$ cat src/rtl/calc_entry.sv
// rtl/calc_entry.sv - keypad entry FSM collecting two 4-bit operands for a downstream adder
module calc_entry (
    input  logic       CLK,
    input  logic       RST_N,
    input  logic       KEY_VALID,
    input  logic [3:0] KEY_DIGIT,
    input  logic       KEY_ADD,
    input  logic       KEY_EQ,
    input  logic       KEY_CLR,
    output logic [3:0] A_DATA,
    output logic [3:0] B_DATA,
    output logic       CALC_VALID,
    output logic       ERR,
    output logic [1:0] STATE
);

    typedef enum logic [1:0] {
        ENTER_A = 2'b00,
        ENTER_B = 2'b01,
        RESULT  = 2'b10
    } state_t;

    state_t     state_q, state_d;
    logic [3:0] a_q, a_d;
    logic [3:0] b_q, b_d;
    logic [1:0] cnt_q, cnt_d;
    logic       calc_valid_q, calc_valid_d;
    logic       err_q, err_d;

    logic [3:0] oper;
    logic [7:0] oper_x10;
    logic       digit_bad;
    logic [3:0] oper_new;
    logic [1:0] cnt_new;
    logic       entry_err;

    // Digit accumulation on the operand currently being entered; the
    // shifted value keeps all 8 bits so 9*10+9 cannot alias below 16.
    always_comb begin
        oper      = (state_q == ENTER_B) ? b_q : a_q;
        oper_x10  = {4'd0, oper} * 8'd10 + {4'd0, KEY_DIGIT};
        digit_bad = (KEY_DIGIT > 4'd9);
        oper_new  = oper;
        cnt_new   = cnt_q;
        entry_err = 1'b0;
        if (digit_bad) begin
            entry_err = 1'b1;
        end else if (cnt_q == 2'd0) begin
            oper_new = KEY_DIGIT;
            cnt_new  = 2'd1;
        end else if (cnt_q == 2'd1 && oper_x10 <= 8'd15) begin
            oper_new = oper_x10[3:0];
            cnt_new  = 2'd2;
        end else begin
            entry_err = 1'b1;
        end
    end

    always_comb begin
        state_d      = state_q;
        a_d          = a_q;
        b_d          = b_q;
        cnt_d        = cnt_q;
        calc_valid_d = 1'b0;
        err_d        = err_q;
        if (KEY_VALID) begin
            if (KEY_CLR) begin
                state_d = ENTER_A;
                a_d     = 4'd0;
                b_d     = 4'd0;
                cnt_d   = 2'd0;
                err_d   = 1'b0;
            end else if (KEY_EQ) begin
                if (state_q == ENTER_B) begin
                    if (cnt_q != 2'd0) begin
                        state_d      = RESULT;
                        calc_valid_d = 1'b1;
                    end else begin
                        err_d = 1'b1;
                    end
                end
            end else if (KEY_ADD) begin
                if (state_q == ENTER_A) begin
                    state_d = ENTER_B;
                    b_d     = 4'd0;
                    cnt_d   = 2'd0;
                end
            end else begin
                case (state_q)
                    ENTER_A: begin
                        a_d   = oper_new;
                        cnt_d = cnt_new;
                        err_d = err_q | entry_err;
                    end
                    ENTER_B: begin
                        b_d   = oper_new;
                        cnt_d = cnt_new;
                        err_d = err_q | entry_err;
                    end
                    default: begin
                        // A fresh digit after a result starts a new calculation.
                        if (digit_bad) begin
                            err_d = 1'b1;
                        end else begin
                            state_d = ENTER_A;
                            a_d     = KEY_DIGIT;
                            b_d     = 4'd0;
                            cnt_d   = 2'd1;
                            err_d   = 1'b0;
                        end
                    end
                endcase
            end
        end
    end

    always_ff @(posedge CLK) begin
        if (!RST_N) begin
            state_q      <= ENTER_A;
            a_q          <= 4'd0;
            b_q          <= 4'd0;
            cnt_q        <= 2'd0;
            calc_valid_q <= 1'b0;
            err_q        <= 1'b0;
        end else begin
            state_q      <= state_d;
            a_q          <= a_d;
            b_q          <= b_d;
            cnt_q        <= cnt_d;
            calc_valid_q <= calc_valid_d;
            err_q        <= err_d;
        end
    end

    assign A_DATA     = a_q;
    assign B_DATA     = b_q;
    assign CALC_VALID = calc_valid_q;
    assign ERR        = err_q;
    assign STATE      = state_q;

endmodule

$ cat config.mk
export PLATFORM = sky130hd
export DESIGN_NAME = calc_entry
export DESIGN_NICKNAME = d
export VERILOG_FILES = /design/src/rtl/calc_entry.sv
export SDC_FILE = /design/constraint.sdc
export NUM_CORES = 1
export LEC_CHECK = 0
export ABC_AREA = 1
export BUFFER_PORTS_ARGS = -buffer_cell sky130_fd_sc_hd__buf_2
export CORE_AREA = 2 2 54 56
export DETAILED_ROUTE_END_ITERATION = 6
export DIE_AREA = 0 0 56 58
export HOLD_SLACK_MARGIN = 0.15
export PLACE_DENSITY = 0.84
export SLEW_MARGIN = 10
export SYNTH_ARGS = -nofsm -noshare
export SYNTH_HDL_FRONTEND = slang
export SYNTH_SLANG_ARGS = --single-unit
$ cat constraint.sdc
create_clock -name CLK -period 4.95 [get_ports CLK]
set_clock_uncertainty 0.2 [all_clocks]
set_input_delay 0.495 -clock CLK [delete_from_list [all_inputs] [get_ports CLK]]
set_output_delay 0.495 -clock CLK [all_outputs]
set_load 0.01 [all_outputs]
==> results of run 1 <==
## power by group through the flow
stage | clock (mW) | sequential, mW | combinational (mW)
6_report | 0.0663 | 0.120 | 0.0950
5_1_grt | 0.0715 | 0.121 | 0.107
4_1_cts | 0.0672 | 0.120 | 0.0937
3_5_place_dp | 0 | 0.123 | 0.0931
3_3_place_gp | 0 | 0.123 | 0.0928
2_1_floorplan | 0 | 0.123 | 0.0693
## cells in the final DEF, fill, tap and decap left out, drive strengths merged
master | Yosys | layout
a211oi | 1 | 1
a21o | 1 | 1
a21oi | 18 | 18
a31oi | 2 | 2
buf | 1 | 21
clkbuf | 1 | 3
dfxtp | 14 | 14
fa | 2 | 2
ha | 6 | 6
inv | 37 | 37
mux2i | 1 | 1
nand2 | 68 | 68
nand3 | 23 | 23
nand3b | 1 | 1
nand4 | 3 | 3
nor2 | 28 | 28
nor3 | 4 | 4
o211ai | 2 | 2
o21ai | 8 | 8
or2 | 3 | 3
xnor2 | 1 | 1
## metal layers
metal | vias to the layer above | share of wire
li1 | 765 | -
met4 | 0 | 0.012
met3 | 6 | 0.063
met5 | - | 0
met1 | 663 | 0.45
met2 | 60 | 0.47
## metrics by stage
step / utilization / setup slack [ns] / cell area, sq um / instances
floorplan: - / 1.39 / 1410 / 225
global placement: 0.578 / 1.24 / 1540 / 275
detailed placement: 0.578 / 1.13 / 1540 / 275
CTS: 0.587 / 1.09 / 1560 / 278
global route: 0.587 / 0.773 / 1560 / 278
finish: 0.587 / 1.07 / 1560 / 278
## state kept, by name, indices dropped and copies added (netlist names)
name	count
B_DATA	4
ERR	1
CALC_VALID	1
cnt_q	2
A_DATA	4
STATE	2
## kinds of logic (layout without fill, tap and decap cells)
| family | count (synthesis) | after routing | synth area share |
|---|---|---|---|
| AOI/OAI and AO/OA | 32 | 32 | 0.150 |
| buffers and inverters | 39 | 61 | 0.109 |
| and+or+nand+nor | 130 | 130 | 0.448 |
| adders and majority gates | 8 | 8 | 0.0816 |
| DFF | 14 | 14 | 0.199 |
| muxes | 1 | 1 | 0.00709 |
| xor gates and xnor gates | 1 | 1 | 0.00621 |
## path summary, 6_finish.rpt
check                           startpoint         to  slack [ns]  cells after the start
worst min-delay path              cnt_q[1]   cnt_q[1]        0.27                      2
worst max register to register    STATE[1]  A_DATA[0]        1.07                     24
worst min register to register    cnt_q[1]   cnt_q[1]        0.27                      2
worst max-delay path              STATE[1]  A_DATA[0]        1.07                     24
## synthesized netlist by cell type
cell type and instances:
nand3_1 17, clkbuf_1 1, ha_1 6, a21o_1 1
nand4_2 1, nand4_1 2, a21oi_2 4, nor2_2 1
o21ai_4 1, o21ai_0 4, nand2_4 3, o21ai_2 2
inv_1 35, nand3_2 4, or2_1 1, a211oi_2 1
fa_1 2, a21oi_1 14, mux2i_1 1, nand3b_1 1
nand2_2 6, nor2_1 27, inv_2 2, dfxtp_1 14
buf_6 1, or2_2 2, o21ai_1 1, nand2_1 59
nand3_4 2, xnor2_1 1, o211ai_1 2, nor3_1 4
a31oi_1 2
## cell type report
class,count,area share
Clock buffer,3,0.0144
Multi-Input combinational cell,172,0.625
Tap cell,31,0.0248
Sequential cell,14,0.179
Timing Repair Buffer,21,0.0673
Inverter,37,0.0889
## worst reg2reg max path, stage by stage (launching register included)
cell and delay (ns):
dfxtp_1 0.47, inv_2 0.10, nand2_2 0.23, inv_1 0.08, or2_1 0.22, o21ai_2 0.10
inv_1 0.11, ha_1 0.30, ha_1 0.21, inv_1 0.07, fa_1 0.43, inv_1 0.07
nand2_1 0.08, inv_1 0.10, nand2_1 0.07, nand2_1 0.06, nand2_1 0.04, nor2_1 0.18
nand3_4 0.14, nand2_4 0.09, nand2_2 0.07, o21ai_2 0.14, nand2_1 0.06, nand2_1 0.08
a21oi_2 0.05
==> flow_metrics.env, run 1 <==
export IMPL_status="finished, final reports clean"
export IMPL_dieWidth_um=56
export IMPL_path_max_fanout=11
export IMPL_gp_congestion=0.914
export IMPL_worstSetupStartpointType="register"
export IMPL_synth_area_leaders="dfxtp_1 (20%), nand2_1 (16%), inv_1 (9.3%), nor2_1 (7.2%), nand3_1 (6.0%)"
export IMPL_tightest_slew_ns=0.571
export IMPL_gr_usage_met1=0.293
export IMPL_wire_per_inst_um=12.5
export IMPL_p_sw_uw=105
export IMPL_cts_tree="built"
export IMPL_ios=22
export IMPL_cts_buffers_inserted=3
export IMPL_rows=19
export IMPL_grt_use_total=0.224
export IMPL_required_ns=4.91
export IMPL_max_freq_mhz=258
export IMPL_rsz0062_at_grt="false"
export IMPL_crit_top_cell="nand2_1"
export IMPL_slowest_delay_ns=0.47
export IMPL_grt_max_degree=12
export IMPL_port_buffers=21
export IMPL_power_frac_seq=0.427
export IMPL_finalWirelength_um=3480
export IMPL_use_met2=0.393
export IMPL_syn_inst=225
export IMPL_initial_core_util=0.530
export IMPL_die_h_um=58
export IMPL_finalPower_uw=281
export IMPL_yosysSeqAreaShare=0.199
export IMPL_drt_iter0_markers=82
export IMPL_critPathTopFamily="simple AND/OR/NAND/NOR gates"
export IMPL_clk_path_buf_depth=2
export IMPL_drive_above_1_share=0.215
export IMPL_core_area_sq_um=2660
export IMPL_grt_overflow=0
export IMPL_ys_types=33
export IMPL_clkLatencyLatePin_ns=0.28
export IMPL_criticalPathCategory="reg -> reg"
export IMPL_drc=0
export IMPL_peakVddDrop_mv=0.181
export IMPL_layout_worst_path_cycle_share=0.784
export IMPL_totalNegativeSetupSlack_ns=0
export IMPL_synth_top_area_cell="dfxtp_1"
export IMPL_combinationalPowerShare=0.338
export IMPL_cts_root_buf="clkbuf_4"
export IMPL_yosysWarningCount=0
export IMPL_multi_input_area_sq_um=977
export IMPL_syn_area_per_cell_sq_um=6.27
export IMPL_diodes=0
export IMPL_internal_power_uw=177
export IMPL_syn_num_nets=243
export IMPL_switching_share=0.372
export IMPL_fin_nets=267
export IMPL_synth_area_sq_um=1410
export IMPL_cts_resized=0
export IMPL_grt_pass1_wl_um=5860
export IMPL_clkSinkCount=14
export IMPL_final_antenna_net_count=0
export IMPL_design_die_area_sq_um=3250
export IMPL_max_slew_margin=0.618
export IMPL_yosysTopAreaCellShare=0.199
export IMPL_synth_seq_cells=14
export IMPL_hp_class="reg -> reg"
export IMPL_area_delta_synth_final_pct=10.7
export IMPL_post_cts_buffers=0
export IMPL_slew_violations=0
export IMPL_crit_chain="inv_2, nand2_2, inv_1, or2_1, o21ai_2, inv_1, ha_1, ha_1, inv_1, fa_1, inv_1, nand2_1, inv_1, nand2_1, nand2_1, nand2_1, nor2_1, nand3_4, nand2_4, nand2_2, o21ai_2, nand2_1, nand2_1, a21oi_2"
export IMPL_nFillCells=268
export IMPL_power_frac_clock=0.236
export IMPL_critPathSlowestCell="dfxtp_1"
export IMPL_vias=1494
export IMPL_fin_crit_ns=3.88
export IMPL_hold_violations=0
export IMPL_grt_pass1_vias=1340
export IMPL_grt_antenna_before_repair=0
export IMPL_regArea_sq_um=280
export IMPL_use_met3=0.0268
export IMPL_cts_clk_slew_worst_paths_ns=0.09
export IMPL_dp_hpwl_um=2820
export IMPL_setup_viol=0
export IMPL_timing_hold_ws_ns=0.271
export IMPL_arrival_ns=3.84
export IMPL_power_density_nw_per_um2=180
export IMPL_dr_pass1_iters=5
export IMPL_htree_levels=1
export IMPL_drv_cap=0
export IMPL_viasPerCell=5.37
export IMPL_grt_busiest_layer="met2"
export IMPL_end_kind="register"
export IMPL_hold_buffers=0
export IMPL_critPathBufInv=6
export IMPL_p_leak_nw=0.789
(Power assumes the default switching activity.)
==> run 2: changes to the inputs <==
Settings changed: ABC_AREA 1 to 0, CORE_AREA 2 2 54 56 to 2 2 52 54, DIE_AREA 0 0 56 58 to 0 0 54 56, PLACE_DENSITY 0.84 to 0.83.
Clock period 4.95 ns to 4.05 ns, I/O delays scaled along.
==> flow_metrics.env, run 2 <==
export IMPL_p_leak_nw=0.664
export IMPL_layout_worst_path_cycle_share=0.963
export IMPL_power_density_nw_per_um2=208
export IMPL_dr_pass1_iters=5
export IMPL_die_h_um=56
export IMPL_worstSetupStartpoint="STATE[1]"
export IMPL_async_flop_share=0
export IMPL_r2r_setup_slack_ns=0.15
export IMPL_grt_max_degree=15
export IMPL_drt_iter0_markers=89
export IMPL_hp_class="in -> reg"
export IMPL_wl_met1_um=1460
export IMPL_synth_most_common_cell="nand2_1"
export IMPL_timing_rr_end="cnt_q[0]"
export IMPL_met2_length_um=1770
export IMPL_syn_area_per_cell_sq_um=7.78
export IMPL_syn_num_nets=183
export IMPL_ys_flop_type="dfxtp_1"
export IMPL_cts_buffers_inserted=3
export IMPL_drive_above_1_share=0.253
export IMPL_fin_crit_ns=3.90
export IMPL_max_freq_mhz=256
export IMPL_tightest_slew_ns=0.992
export IMPL_finalWirelength_um=3780
export IMPL_setup_viol=0
export IMPL_port_buffers=21
export IMPL_grt_pass1_wl_um=6090
export IMPL_min_from="KEY_VALID"
export IMPL_end_kind="register"
export IMPL_arrival_ns=3.86
export IMPL_reg2reg_depth=13
export IMPL_min_path_cells=3
export IMPL_slew_violations=0
export IMPL_clk_path_buf_depth=2
export IMPL_dieWidth_um=54
export IMPL_area_delta_synth_final_pct=18.9
export IMPL_placed_area_sq_um=1430
export IMPL_max_slew_margin=0.336
export IMPL_r2r_start="STATE[1]"
export IMPL_yosysWarningCount=0
export IMPL_vias=1439
export IMPL_peakVddDrop_mv=0.280
export IMPL_core_area_sq_um=2430
export IMPL_top_layer="met4"
export IMPL_grt_overflow=0
export IMPL_cts_root_buf="clkbuf_4"
export IMPL_grt_pass1_vias=1377
export IMPL_ios=22
export IMPL_hold_buffers=0
export IMPL_diodes=0
export IMPL_whs_endpoint="CALC_VALID"
export IMPL_synth_edf_count=0
export IMPL_fin_nets=209
export IMPL_ys_types=55
export IMPL_path_max_fanout=7
export IMPL_cts_tree="built"
export IMPL_rows=18
export IMPL_final_common_cell="buf_2"
export IMPL_hold_violations=0
export IMPL_clkLatencyLatePin_ns=0.31
export IMPL_wire_per_inst_um=17.2
export IMPL_final_antenna_net_count=0
export IMPL_dp_worst_setup_slack_ns=0.143
export IMPL_yosysSeqAreaShare=0.218
export IMPL_htree_levels=1
export IMPL_yosysTopAreaCellShare=0.218
export IMPL_required_ns=4.01
export IMPL_initial_core_util=0.528
export IMPL_gp_congestion=0.959
export IMPL_worst_slack_ns=0.151
export IMPL_synth_seq_cells=14
export IMPL_synth_area_sq_um=1280
export IMPL_criticalPathCategory="reg -> reg"
export IMPL_status="finished, final reports clean"
export IMPL_viasPerCell=6.54
export IMPL_design_die_area_sq_um=3020
export IMPL_grt_use_total=0.265
export IMPL_synth_area_leaders="dfxtp_1 (22%), ha_1 (5.8%), nand2_1 (5.0%), o21ai_0 (4.7%), a21oi_1 (4.3%)"
export IMPL_drv_cap=0
export IMPL_drc=0
export IMPL_cts_clk_slew_worst_paths_ns=0.11
export IMPL_clkSinkCount=14
export IMPL_wl_met3_um=446
export IMPL_synth_top_area_cell="dfxtp_1"
export IMPL_fin_area_sq_um=1530
export IMPL_syn_inst=165
export IMPL_grt_antenna_before_repair=0
export IMPL_finalPower_uw=318
export IMPL_mostFrequentLayoutCells="buf_2 (21), nand2_1 (17), nor2_1 (14)"
export IMPL_worstSetupStartpointType="register"
export IMPL_dp_hpwl_um=2710
export IMPL_fin_util=0.628
export IMPL_synthTopCellsByCount="nand2_1 (17), dfxtp_1 (14), nor2_1 (14), o21ai_0 (12), a21oi_1 (11)"
## run 2: worst max-delay path: stages, from the launching register on
cell	delay, ns
dfxtp_2	0.41
nand2b_4	0.20
mux2i_4	0.30
inv_2	0.10
ha_1	0.29
ha_1	0.21
inv_1	0.07
fa_1	0.48
xnor3_1	0.35
o2bb2a_2	0.30
nor4b_4	0.33
clkdlybuf4s15_2	0.32
o41a_1	0.14
o21ai_0	0.09
## run 2: cells by family (layout without fill, tap and decap cells)
family          count (synthesis)  after routing  synth area share
compound gates                 54             54             0.289
xor+xnor                        4              4            0.0380
fa+ha+maj                       8              8            0.0897
buf+inv                        18             43            0.0556
flops                          14             14             0.218
mux                             6              6            0.0565
simple gates                   61             61             0.253
## run 2: how the worst max path moves through the flow
stage	to	slack, ns
after global routing	B_DATA[0]	-0.05
after CTS	B_DATA[0]	0.13
after floorplan	B_DATA[0]	0.04
final	cnt_q[0]	0.15
after global placement	B_DATA[0]	0.23
after detailed placement	B_DATA[0]	0.14
## run 2: metal layers
metal,GRT usage,vias up
met2,0.404,89
met1,0.355,669
met5,0,-
met3,0.0780,19
met4,0.0786,0
li1,-,662
## run 2: what timing repair did
| action | 4_1_cts | 5_1_grt |
|---|---|---|
| gates resized for setup | 0 | 9 |
| endpoints found under the hold margin | 0 | 0 |
| setup endpoints to repair | 0 | 9 |
| buffers inserted | 0 | 2 |
## run 2: final cells by class
type | count | area, sq um
Sequential cell | 14 | 285
Timing Repair Buffer | 30 | 180
Tap cell | 30 | 37.5
Inverter | 9 | 33.8
Multi-Input combinational cell | 133 | 953
Fill cell | 211 | 906
Clock buffer | 4 | 36.3
## run 2: metrics by stage
step / hold WS [ns] / std cells / TNS, ns
floorplan: 0.285 / 165 / 0
global placement: 0.285 / 213 / 0
detailed placement: 0.305 / 213 / 0
CTS: 0.158 / 217 / 0
global route: 0.177 / 220 / -0.190
finish: 0.152 / 220 / 0
## run 2: power breakdown
| part | leakage [nW] | total (mW) | switching [mW] | internal, mW |
|---|---|---|---|---|
| combinational | 0.529 | 0.0668 | 0.0403 | 0.0264 |
| sequential | 0.114 | 0.141 | 0.00205 | 0.139 |
| clock | 0.0210 | 0.110 | 0.0554 | 0.0549 |
==> run 3: changes to the inputs <==
Settings changed: PLACE_DENSITY 0.83 to unset, PLACE_DENSITY_LB_ADDON set to 0.2.
==> flow_metrics.env, run 3 (synthesis results as in run 2) <==
export IMPL_power_density_nw_per_um2=213
export IMPL_hold_violations=0
export IMPL_drive_above_1_share=0.223
export IMPL_design_die_area_sq_um=3020
export IMPL_htree_levels=1
export IMPL_clkSinkCount=14
export IMPL_cts_tree="built"
export IMPL_dp_hpwl_um=2620
export IMPL_p_leak_nw=0.648
export IMPL_criticalPathCategory="reg -> reg"
export IMPL_fin_crit_ns=3.90
export IMPL_combinationalPowerShare=0.203
export IMPL_path_max_fanout=10
export IMPL_setup_viol=0
export IMPL_endpoint="B_DATA[0]"
export IMPL_hold_buffers=0
export IMPL_max_slew_margin=0.298
export IMPL_hp_class="in -> reg"
export IMPL_mostFrequentLayoutCells="buf_2 (21), nand2_1 (17), nor2_1 (14)"
export IMPL_grt_pass1_wl_um=5620
export IMPL_finalPower_uw=315
export IMPL_fin_nets=207
export IMPL_grt_antenna_before_repair=0
export IMPL_power_frac_clock=0.349
export IMPL_switching_share=0.304
export IMPL_p_sw_uw=95.9
export IMPL_grt_overflow=0
export IMPL_r2r_setup_slack_ns=0.15
export IMPL_fin_area_sq_um=1480
export IMPL_drv_cap=0
export IMPL_slew_violations=0
export IMPL_die_h_um=56
export IMPL_final_common_cell="buf_2"
export IMPL_drt_iter0_markers=55
export IMPL_vias=1339
export IMPL_port_buffers=21
export IMPL_internal_power_uw=219
export IMPL_layout_worst_path_cycle_share=0.962
export IMPL_clkLatencyLatePin_ns=0.29
export IMPL_arrival_ns=3.89
export IMPL_dr_pass1_iters=4
export IMPL_core_area_sq_um=2430
export IMPL_worstSetupStartpoint="STATE[1]"
export IMPL_finalWirelength_um=3560
export IMPL_timing_hold_ws_ns=0.170
export IMPL_grt_use_total=0.245
export IMPL_rows=18
export IMPL_reg2reg_depth=13
export IMPL_fin_util=0.609
export IMPL_cts_root_buf="clkbuf_4"
export IMPL_r2r_start="STATE[1]"
export IMPL_gp_congestion=0.852
export IMPL_peakVddDrop_mv=0.149
export IMPL_placed_area_sq_um=1430
export IMPL_cts_clk_slew_worst_paths_ns=0.10
export IMPL_end_kind="register"
export IMPL_required_ns=4.04
export IMPL_ios=22
export IMPL_clk_path_buf_depth=2
export IMPL_area_delta_synth_final_pct=15.3
export IMPL_tightest_slew_ns=1.05
export IMPL_timing_rr_end="B_DATA[0]"
export IMPL_status="finished, final reports clean"
export IMPL_viasPerCell=6.14
export IMPL_diodes=0
export IMPL_drc=0
export IMPL_grt_max_degree=15
export IMPL_cts_buffers_inserted=3
export IMPL_rsz0062_at_grt="true"
export IMPL_grt_pass1_vias=1194
export IMPL_max_freq_mhz=257
export IMPL_worstSetupStartpointType="register"
export IMPL_wire_per_inst_um=16.3
export IMPL_initial_core_util=0.528
export IMPL_final_antenna_net_count=0
export IMPL_totalNegativeSetupSlack_ns=0
export IMPL_dieWidth_um=54
export IMPL_power_frac_seq=0.448
==> run 3: cell count changes in the layout (fill, tap and decap cells not counted), sizes merged <==
cell,before,now
buf,29,28
clkdlybuf4s15,1,0
==> run 3: what timing repair did <==
action	in CTS	in global routing
buffers inserted	0	1
resized for setup	0	3
setup endpoints to repair	0	10
==> run 3: worst min path at each step <==
| stage | startpoint | endpoint | slack [ns] | cells past startpoint |
|---|---|---|---|---|
| 2_1_floorplan | B_DATA[1] | B_DATA[1] | 0.29 | 2 |
| 3_3_place_gp | B_DATA[1] | B_DATA[1] | 0.27 | 2 |
| 3_5_place_dp | B_DATA[1] | B_DATA[1] | 0.27 | 2 |
| 4_1_cts | KEY_VALID | CALC_VALID | 0.17 | 3 |
| 5_1_grt | KEY_VALID | CALC_VALID | 0.18 | 3 |
| 6_report | KEY_VALID | CALC_VALID | 0.17 | 3 |
==> run 3: per-stage QoR <==
stage	setup slack (ns)	instances
2_1_floorplan	0.0366	165
3_3_place_gp	0.246	213
3_5_place_dp	0.188	213
4_1_cts	0.165	217
5_1_grt	-0.0588	218
6_report	0.154	218
==> run 3: final cells by class <==
type	count	area, sq um
fill	230	952
tap	30	37.5
timing repair buffer	28	158
multi-input combinational	133	933
inverter	9	33.8
clock buffer	4	36.3
sequential	14	282
==> run 3: worst max-delay path: stages (launching register included) <==
cell      delay [ns]
dfxtp_1         0.40
nand2b_4        0.21
mux2i_4         0.34
inv_2           0.10
ha_1            0.29
ha_1            0.16
inv_1           0.05
fa_1            0.57
xnor3_1         0.32
o2bb2a_2        0.28
nor4b_2         0.26
buf_4           0.24
nor3_2          0.05
o31a_1          0.32
==> run 3: power groups by stage <==
stage / clock, mW / sequential (mW) / combinational [mW]
after floorplan: 0 / 0.144 / 0.0429
after CTS: 0.110 / 0.141 / 0.0621
after global placement: 0 / 0.144 / 0.0609
after global routing: 0.115 / 0.141 / 0.0698
final: 0.110 / 0.141 / 0.0640
after detailed placement: 0 / 0.144 / 0.0617
==> run 3: layer usage <==
metal	up-vias	track usage	share of wire
met5	-	0	0
met3	2	0.0242	0.084
li1	654	-	-
met4	0	0.0500	0.0034
met2	70	0.373	0.47
met1	613	0.369	0.44
